==> config.mk <==
export PLATFORM = sky130hd
export DESIGN_NAME = decode_stage_pipe
export DESIGN_NICKNAME = d
export VERILOG_FILES = /design/src/rtl/decode_pkg.sv /design/src/rtl/regfile_2r1w.sv /design/src/rtl/decode_stage_pipe.sv
export SDC_FILE = /design/constraint.sdc
export NUM_CORES = 1
export LEC_CHECK = 0
export ABC_AREA = 1
export CAP_MARGIN = 25
export CORE_ASPECT_RATIO = 0.5
export CORE_UTILIZATION = 50
export CTS_BUF_LIST = sky130_fd_sc_hd__clkbuf_8
export DETAILED_ROUTE_END_ITERATION = 12
export PLACE_DENSITY = 0.7
export SLEW_MARGIN = 25
export SYNTH_ARGS = -nofsm -noshare
export SYNTH_HDL_FRONTEND = slang
export SYNTH_SLANG_ARGS = --single-unit
==> constraint.sdc <==
create_clock -name clk -period 2.6 [get_ports clk]
set_clock_uncertainty 0.05 [all_clocks]
set_input_delay 0.26 -clock clk [delete_from_list [all_inputs] [get_ports clk]]
set_output_delay 0.26 -clock clk [all_outputs]
set_load 0.1 [all_outputs]
==> src/rtl/decode_pkg.sv <==
// Shared decode definitions: opcodes, instruction field positions, immediate kinds
// and the per-opcode control decode used by decode_stage_pipe.
package decode_pkg;

  localparam logic [3:0] OP_ADD  = 4'h0;
  localparam logic [3:0] OP_SUB  = 4'h1;
  localparam logic [3:0] OP_AND  = 4'h2;
  localparam logic [3:0] OP_OR   = 4'h3;
  localparam logic [3:0] OP_ADDI = 4'h4;
  localparam logic [3:0] OP_LW   = 4'h5;
  localparam logic [3:0] OP_SW   = 4'h6;
  localparam logic [3:0] OP_BEQ  = 4'h7;
  localparam logic [3:0] OP_LUI  = 4'h8;
  localparam logic [3:0] OP_JAL  = 4'h9;

  localparam int unsigned OP_MSB  = 15;
  localparam int unsigned OP_LSB  = 12;
  localparam int unsigned RS1_MSB = 11;
  localparam int unsigned RS1_LSB = 8;
  localparam int unsigned RD_MSB  = 7;
  localparam int unsigned RD_LSB  = 4;
  localparam int unsigned RS2_MSB = 3;
  localparam int unsigned RS2_LSB = 0;

  typedef enum logic [1:0] {NONE, I4, LUI8, JAL8} imm_kind_t;

  // b_from_rd: SW/BEQ take operand B from the rd field instead of rs2
  typedef struct packed {
    logic      uses_rs1;
    logic      uses_rs2;
    logic      b_from_rd;
    logic      writes_rd;
    logic      illegal;
    imm_kind_t imm_kind;
  } op_ctrl_t;

  function automatic op_ctrl_t decode_op(input logic [3:0] op);
    op_ctrl_t c;
    c = '0;
    c.imm_kind = NONE;
    case (op)
      OP_ADD, OP_SUB, OP_AND, OP_OR: begin
        c.uses_rs1  = 1'b1;
        c.uses_rs2  = 1'b1;
        c.writes_rd = 1'b1;
      end
      OP_ADDI, OP_LW: begin
        c.uses_rs1  = 1'b1;
        c.writes_rd = 1'b1;
        c.imm_kind  = I4;
      end
      OP_SW, OP_BEQ: begin
        c.uses_rs1  = 1'b1;
        c.b_from_rd = 1'b1;
        c.imm_kind  = I4;
      end
      OP_LUI: begin
        c.writes_rd = 1'b1;
        c.imm_kind  = LUI8;
      end
      OP_JAL: begin
        c.writes_rd = 1'b1;
        c.imm_kind  = JAL8;
      end
      default: c.illegal = 1'b1;
    endcase
    return c;
  endfunction

endpackage

==> src/rtl/regfile_2r1w.sv <==
// 16-entry register file, two combinational read ports, one write port, async clear.
// Optional same-cycle write-to-read bypass under DECODE_WB_BYPASS_EN.
module regfile_2r1w #(
  parameter int unsigned DW      = 16,
  parameter bit          R0_ZERO = 1'b1
) (
  input  logic          clk,
  input  logic          rst,
  input  logic          wb_en,
  input  logic [3:0]    wb_addr,
  input  logic [DW-1:0] wb_data,
  input  logic [3:0]    ra1,
  output logic [DW-1:0] rd1,
  input  logic [3:0]    ra2,
  output logic [DW-1:0] rd2
);

  logic [DW-1:0] mem [16];
  logic          wr_ok;

  assign wr_ok = wb_en & ~(R0_ZERO & (wb_addr == 4'd0));

  always_ff @(posedge clk or negedge rst) begin
    if (!rst) begin
      for (int unsigned i = 0; i < 16; i++) mem[i] <= '0;
    end else if (wr_ok) begin
      mem[wb_addr] <= wb_data;
    end
  end

  always_comb begin
    rd1 = mem[ra1];
`ifdef DECODE_WB_BYPASS_EN
    if (wr_ok && (wb_addr == ra1)) rd1 = wb_data;
`endif
    if (R0_ZERO && (ra1 == 4'd0)) rd1 = '0;
  end

  always_comb begin
    rd2 = mem[ra2];
`ifdef DECODE_WB_BYPASS_EN
    if (wr_ok && (wb_addr == ra2)) rd2 = wb_data;
`endif
    if (R0_ZERO && (ra2 == 4'd0)) rd2 = '0;
  end

endmodule

==> src/rtl/decode_stage_pipe.sv <==
// Pipelined decode stage: decode, register read and immediate generation into a
// valid/ready register with flush and load-use stall. Option: DECODE_WB_BYPASS_EN.
module decode_stage_pipe
  import decode_pkg::*;
#(
  parameter int unsigned DW      = 16,
  parameter bit          R0_ZERO = 1'b1
) (
  input  logic          clk,
  input  logic          rst,
  input  logic          in_valid,
  output logic          in_ready,
  input  logic [15:0]   ir,
  input  logic [DW-1:0] pc,
  input  logic          flush,
  input  logic          wb_en,
  input  logic [3:0]    wb_addr,
  input  logic [DW-1:0] wb_data,
  output logic          out_valid,
  input  logic          out_ready,
  output logic [DW-1:0] out_pc,
  output logic [DW-1:0] out_a,
  output logic [DW-1:0] out_b,
  output logic [DW-1:0] out_imm,
  output logic [3:0]    out_op,
  output logic [3:0]    out_rd,
  output logic [3:0]    out_rs1,
  output logic [3:0]    out_rs2,
  output logic          out_regwrite,
  output logic          out_illegal
);

  logic [3:0]    op, rs1, rd, rs2f, rb_idx;
  logic [7:0]    imm8;
  op_ctrl_t      ctl;
  logic [DW-1:0] rdata_a, rdata_b, opa, opb, imm;
  logic          regwrite, hazard, load;

  assign op     = ir[OP_MSB:OP_LSB];
  assign rs1    = ir[RS1_MSB:RS1_LSB];
  assign rd     = ir[RD_MSB:RD_LSB];
  assign rs2f   = ir[RS2_MSB:RS2_LSB];
  assign imm8   = {rs1, rs2f};
  assign ctl    = decode_op(op);
  assign rb_idx = ctl.b_from_rd ? rd : rs2f;

  regfile_2r1w #(.DW(DW), .R0_ZERO(R0_ZERO)) u_rf (
    .clk     (clk),
    .rst     (rst),
    .wb_en   (wb_en),
    .wb_addr (wb_addr),
    .wb_data (wb_data),
    .ra1     (rs1),
    .rd1     (rdata_a),
    .ra2     (rb_idx),
    .rd2     (rdata_b)
  );

  assign opa      = ctl.uses_rs1 ? rdata_a : '0;
  assign opb      = (ctl.uses_rs2 | ctl.b_from_rd) ? rdata_b : '0;
  assign regwrite = ctl.writes_rd & ((rd != 4'd0) | ~R0_ZERO);

  always_comb begin
    imm = '0;
    case (ctl.imm_kind)
      I4:      imm = {{(DW-4){rs2f[3]}}, rs2f};
      LUI8:    imm[15:0] = {imm8, 8'h00};
      JAL8:    imm = {{(DW-9){imm8[7]}}, imm8, 1'b0};
      default: imm = '0;
    endcase
  end

  // Stall only when the held LW's destination feeds an operand this ir actually reads
  assign hazard = out_valid & (out_op == OP_LW) & (out_rd != 4'd0) &
                  ((ctl.uses_rs1  & (rs1  == out_rd)) |
                   (ctl.uses_rs2  & (rs2f == out_rd)) |
                   (ctl.b_from_rd & (rd   == out_rd)));

  assign in_ready = flush | ((~out_valid | out_ready) & ~hazard);
  assign load     = in_valid & in_ready;

  always_ff @(posedge clk or negedge rst) begin
    if (!rst) begin
      out_valid    <= 1'b0;
      out_pc       <= '0;
      out_a        <= '0;
      out_b        <= '0;
      out_imm      <= '0;
      out_op       <= '0;
      out_rd       <= '0;
      out_rs1      <= '0;
      out_rs2      <= '0;
      out_regwrite <= 1'b0;
      out_illegal  <= 1'b0;
    end else if (flush) begin
      out_valid <= 1'b0;
    end else if (load) begin
      out_valid    <= 1'b1;
      out_pc       <= pc;
      out_a        <= opa;
      out_b        <= opb;
      out_imm      <= imm;
      out_op       <= op;
      out_rd       <= rd;
      out_rs1      <= rs1;
      out_rs2      <= rb_idx;
      out_regwrite <= regwrite;
      out_illegal  <= ctl.illegal;
    end else if (out_ready) begin
      out_valid <= 1'b0;
    end
  end

endmodule

==> impl_metrics.yaml <==
floorplan:
  rows: 47
  ios: 142
  core_mm2: 0.0336
  die-area_mm2: 0.0356
  die_height_um: 134
  die_w_um: 266
  initial_utilization_pct: 51.7
synth:
  syn_avg_cell_area_um2: 7.42
  syn_area_mm2: 0.0174
  synth_simple_gate_area_share_pct: 29.2
  yosysMostFrequentCell: "nand2_1"
  synthAdderAreaFrac_pct: 0
  synth_largest_area_cell: "dfrtp_1"
  synthArstFlopShare_pct: 100
  syn_nets: 2405
  synthTopCellsByArea: "dfrtp_1 49%, nand2_1 17%, nand3_1 7.6%"
  synth_compound_area_share_pct: 15.1
  synth_edf_count: 0
  synthFlopType: "dfrtp_1"
  synthCells: 2347
  ys_ff_latch: 339
  ys_warn_count: 0
  synth_xor_area_share_pct: 0.101
  muxShareOfSynthArea_pct: 0
  yosysSeqAreaShare_pct: 48.7
  ys_types: 34
  synth_commonest_cells: "787 x nand2_1, 339 x dfrtp_1, 264 x nand3_1, 262 x o21ai_0, 162 x nor2_1"
  synth_top_family_by_area: "simple AND/OR/NAND/NOR gates"
  synthDominantCellAreaShare_pct: 48.7
cts:
  clock_sinks: 339
  clk_latency_ns: 0.63
  post_cts_resized: 0
  root_buffer: "clkbuf_8"
  cts_tree: "built"
  htree_levels: 2
  cts_made_buffers: 50
  clk_path_buf_depth: 3
  post_cts_buffers: 0
  clk_pin_slew_worst_paths_ns: 0.07
grt:
  antenna_found_initial: 2
  grt_max_degree: 85
  grt_pass1_vias: 16200
  grt_use_total_pct: 35.2
  overflow: 0
  grt_pass1_wl_um: 96100
routing:
  drc_errors: 0
  vias: 17400
  dr.pass1.iters: 6
  ant_nets: 0
  wl_um: 62200
  detail_route.wl_per_cell_um: 20.9
  vias_per_cell: 5.86
  drtIter0Drc: 2517
timing:
  setup_violations: 0
  rsz0062_at_grt: "false"
  finalCritPeriodShare_pct: 93.7
  fin_ws_ns: 0.163
  period_needed_ns: 2.44
  max_freq_ghz: 0.410
  setup-tns-final_ns: 0
  relSlewSlack_pct: 58.2
  worst_pin_slew_ns: 0.626
  hold_viol: 0
  slew_violations: 0
finish:
  stdcell_count: 2970
  post_route_cells_drive_above_1_share_pct: 12.7
  area_growth_pct: 19.1
  post-route-util_pct: 61.6
  final_nets: 2528
worst_setup_path:
  cpPeakStageDelay_ns: 0.49
  crit_type: "flip-flop to output port"
  worst_path_most_repeated_cell: "nand2_1"
  slowest_stage: "dfrtp_1"
  crit_fanout: 9
  crit_path_end: "in_ready"
  r2r_end: "out_b[7]$_DFFE_PN0P_"
  cp-startpoint: "out_rd[0]$_DFFE_PN0P_"
  r2r.worst_path.cells: 8
  cp_num_cells: 6
  start_kind: "flip-flop"
  worstPathCellList: "nor4_1 -> nor2_1 -> nand2_1 -> nand2_1 -> inv_1 -> buf_12"
  worst-path-buf-inv: 2
  critPathTopFamily: "simple AND/OR/NAND/NOR gates"
  r2r_slack_ns: 0.58
  rr_startpoint: "out_rd[0]$_DFFE_PN0P_"
  cp-end-kind: "output port"
  arrival_ns: 2.13
  crit_required_ns: 2.29
hold_path:
  hold_path.class: "input pin to asynchronous set/reset pin"
placement:
  dp_hpwl_um: 40500
  dp.cells: 2882
  io_buffers: 141
  place_ws_ns: 0.0257
  gp_congestion: 0.919
pwr:
  powerDensity_mw_per_mm2: 775
  power_w: 0.0161
  p_leak_nw: 10.1
  ir_drop_v: 0.000346
flow_run:
  max_cap_violations: 0
outcome:
  outcome: "completed"
area by class of cell:
type,count,area (um2)
multi-input cells,1724,7790
well taps,465,582
flip-flops and latches,339,8480
fillers,3023,12900
inverters,88,330
clock inverters,25,163
diodes,1,2.50
clock buffers,61,840
repair buffers,267,2540
through the flow:
step / cell area (um2) / hold WS, ns
after CTS: 20700 / 0.0988
after detailed placement: 19700 / 0.208
after floorplan: 17400 / -0.0856
after global routing: 20700 / 0.104
after global placement: 19700 / 0.205
final: 20700 / 0.106
layout by cell type (no fill, tap or decap), types with 3 or more instances in the layout:
cell type        synthesis  layout
buf_4                   11     178
nand2_2                  2       3
o2111ai_1               19      19
a211o_1                 13      13
or2_2                   15      15
o211ai_1                 4       4
dfrtp_1                339     339
clkinv_2                 0       3
nand3_1                264     264
o21ai_1                 23      21
o21ai_0                262     262
a211oi_1                14      14
nand2_1                787     785
inv_2                    4       6
clkdlybuf4s50_1          0      55
o221ai_1                16      16
inv_1                   84      99
clkbuf_8                 0      61
buf_12                   0      31
a21oi_1                122     122
nor2_2                   2       4
nor2_1                 162     160
nand4_1                  4       4
power by group:
group          switching [W]  internal [W]  total (W)
Combinational        0.00309       0.00139    0.00448
Clock                0.00222       0.00231    0.00453
Sequential          0.000822       0.00624    0.00706
worst reg2reg max path, cell delays in order, from the launching register on:
cell	delay, ns
dfrtp_1	0.49
nor4_1	0.37
nor2_1	0.11
nand2_1	0.16
nand3_4	0.13
inv_1	0.10
buf_4	0.31
nand3_1	0.13
nand2_1	0.08
cells by family (layout without fill, tap and decap cells):
| group | Yosys count | after routing |
|---|---|---|
| AOI/OAI and AO/OA | 478 | 478 |
| and+or+nand+nor | 1244 | 1244 |
| buffers and inverters | 284 | 441 |
| DFF | 339 | 339 |
| other | 0 | 1 |
| xor gates and xnor gates | 2 | 2 |
flip-flops by register name (all words and copies together), names as in the netlist:
| name | count |
|---|---|
| out_imm | 16 |
| out_rs1 | 4 |
| u_rf.mem | 256 |
| out_regwrite | 1 |
| out_rd | 4 |
| out_b | 16 |
| out_op | 4 |
| out_illegal | 1 |
| out_rs2 | 4 |
| out_pc | 16 |
| out_a | 16 |
| out_valid | 1 |
metal layers:
layer | wire length, um | vias up | track usage, %
li1 | - | 7950 | -
met1 | 26300 | 8223 | 51.1
met5 | 13 | - | 0
met4 | 1930 | 2 | 11.8
met2 | 26000 | 1075 | 51.1
met3 | 7890 | 162 | 9.34
worst min path at each step:
stage | start | to | slack [ns] | depth (start not counted)
floorplan | rst | out_a[0]$_DFFE_PN0P_ | -0.09 | 0
global placement | rst | u_rf.mem[54]$_DFFE_PN0P_ | 0.21 | 1
detailed placement | rst | u_rf.mem[54]$_DFFE_PN0P_ | 0.21 | 1
CTS | pc[9] | out_pc[9]$_DFFE_PN0P_ | 0.1 | 3
global route | pc[6] | out_pc[6]$_DFFE_PN0P_ | 0.10 | 3
finish | rst | u_rf.mem[40]$_DFFE_PN0P_ | 0.11 | 2
timing repair:
action,4_1_cts,5_1_grt
setup endpoints to repair,0,0
hold buffers,1,0
endpoints found under the hold margin,64,0
Note: power is estimated with default switching activity, not from simulation.
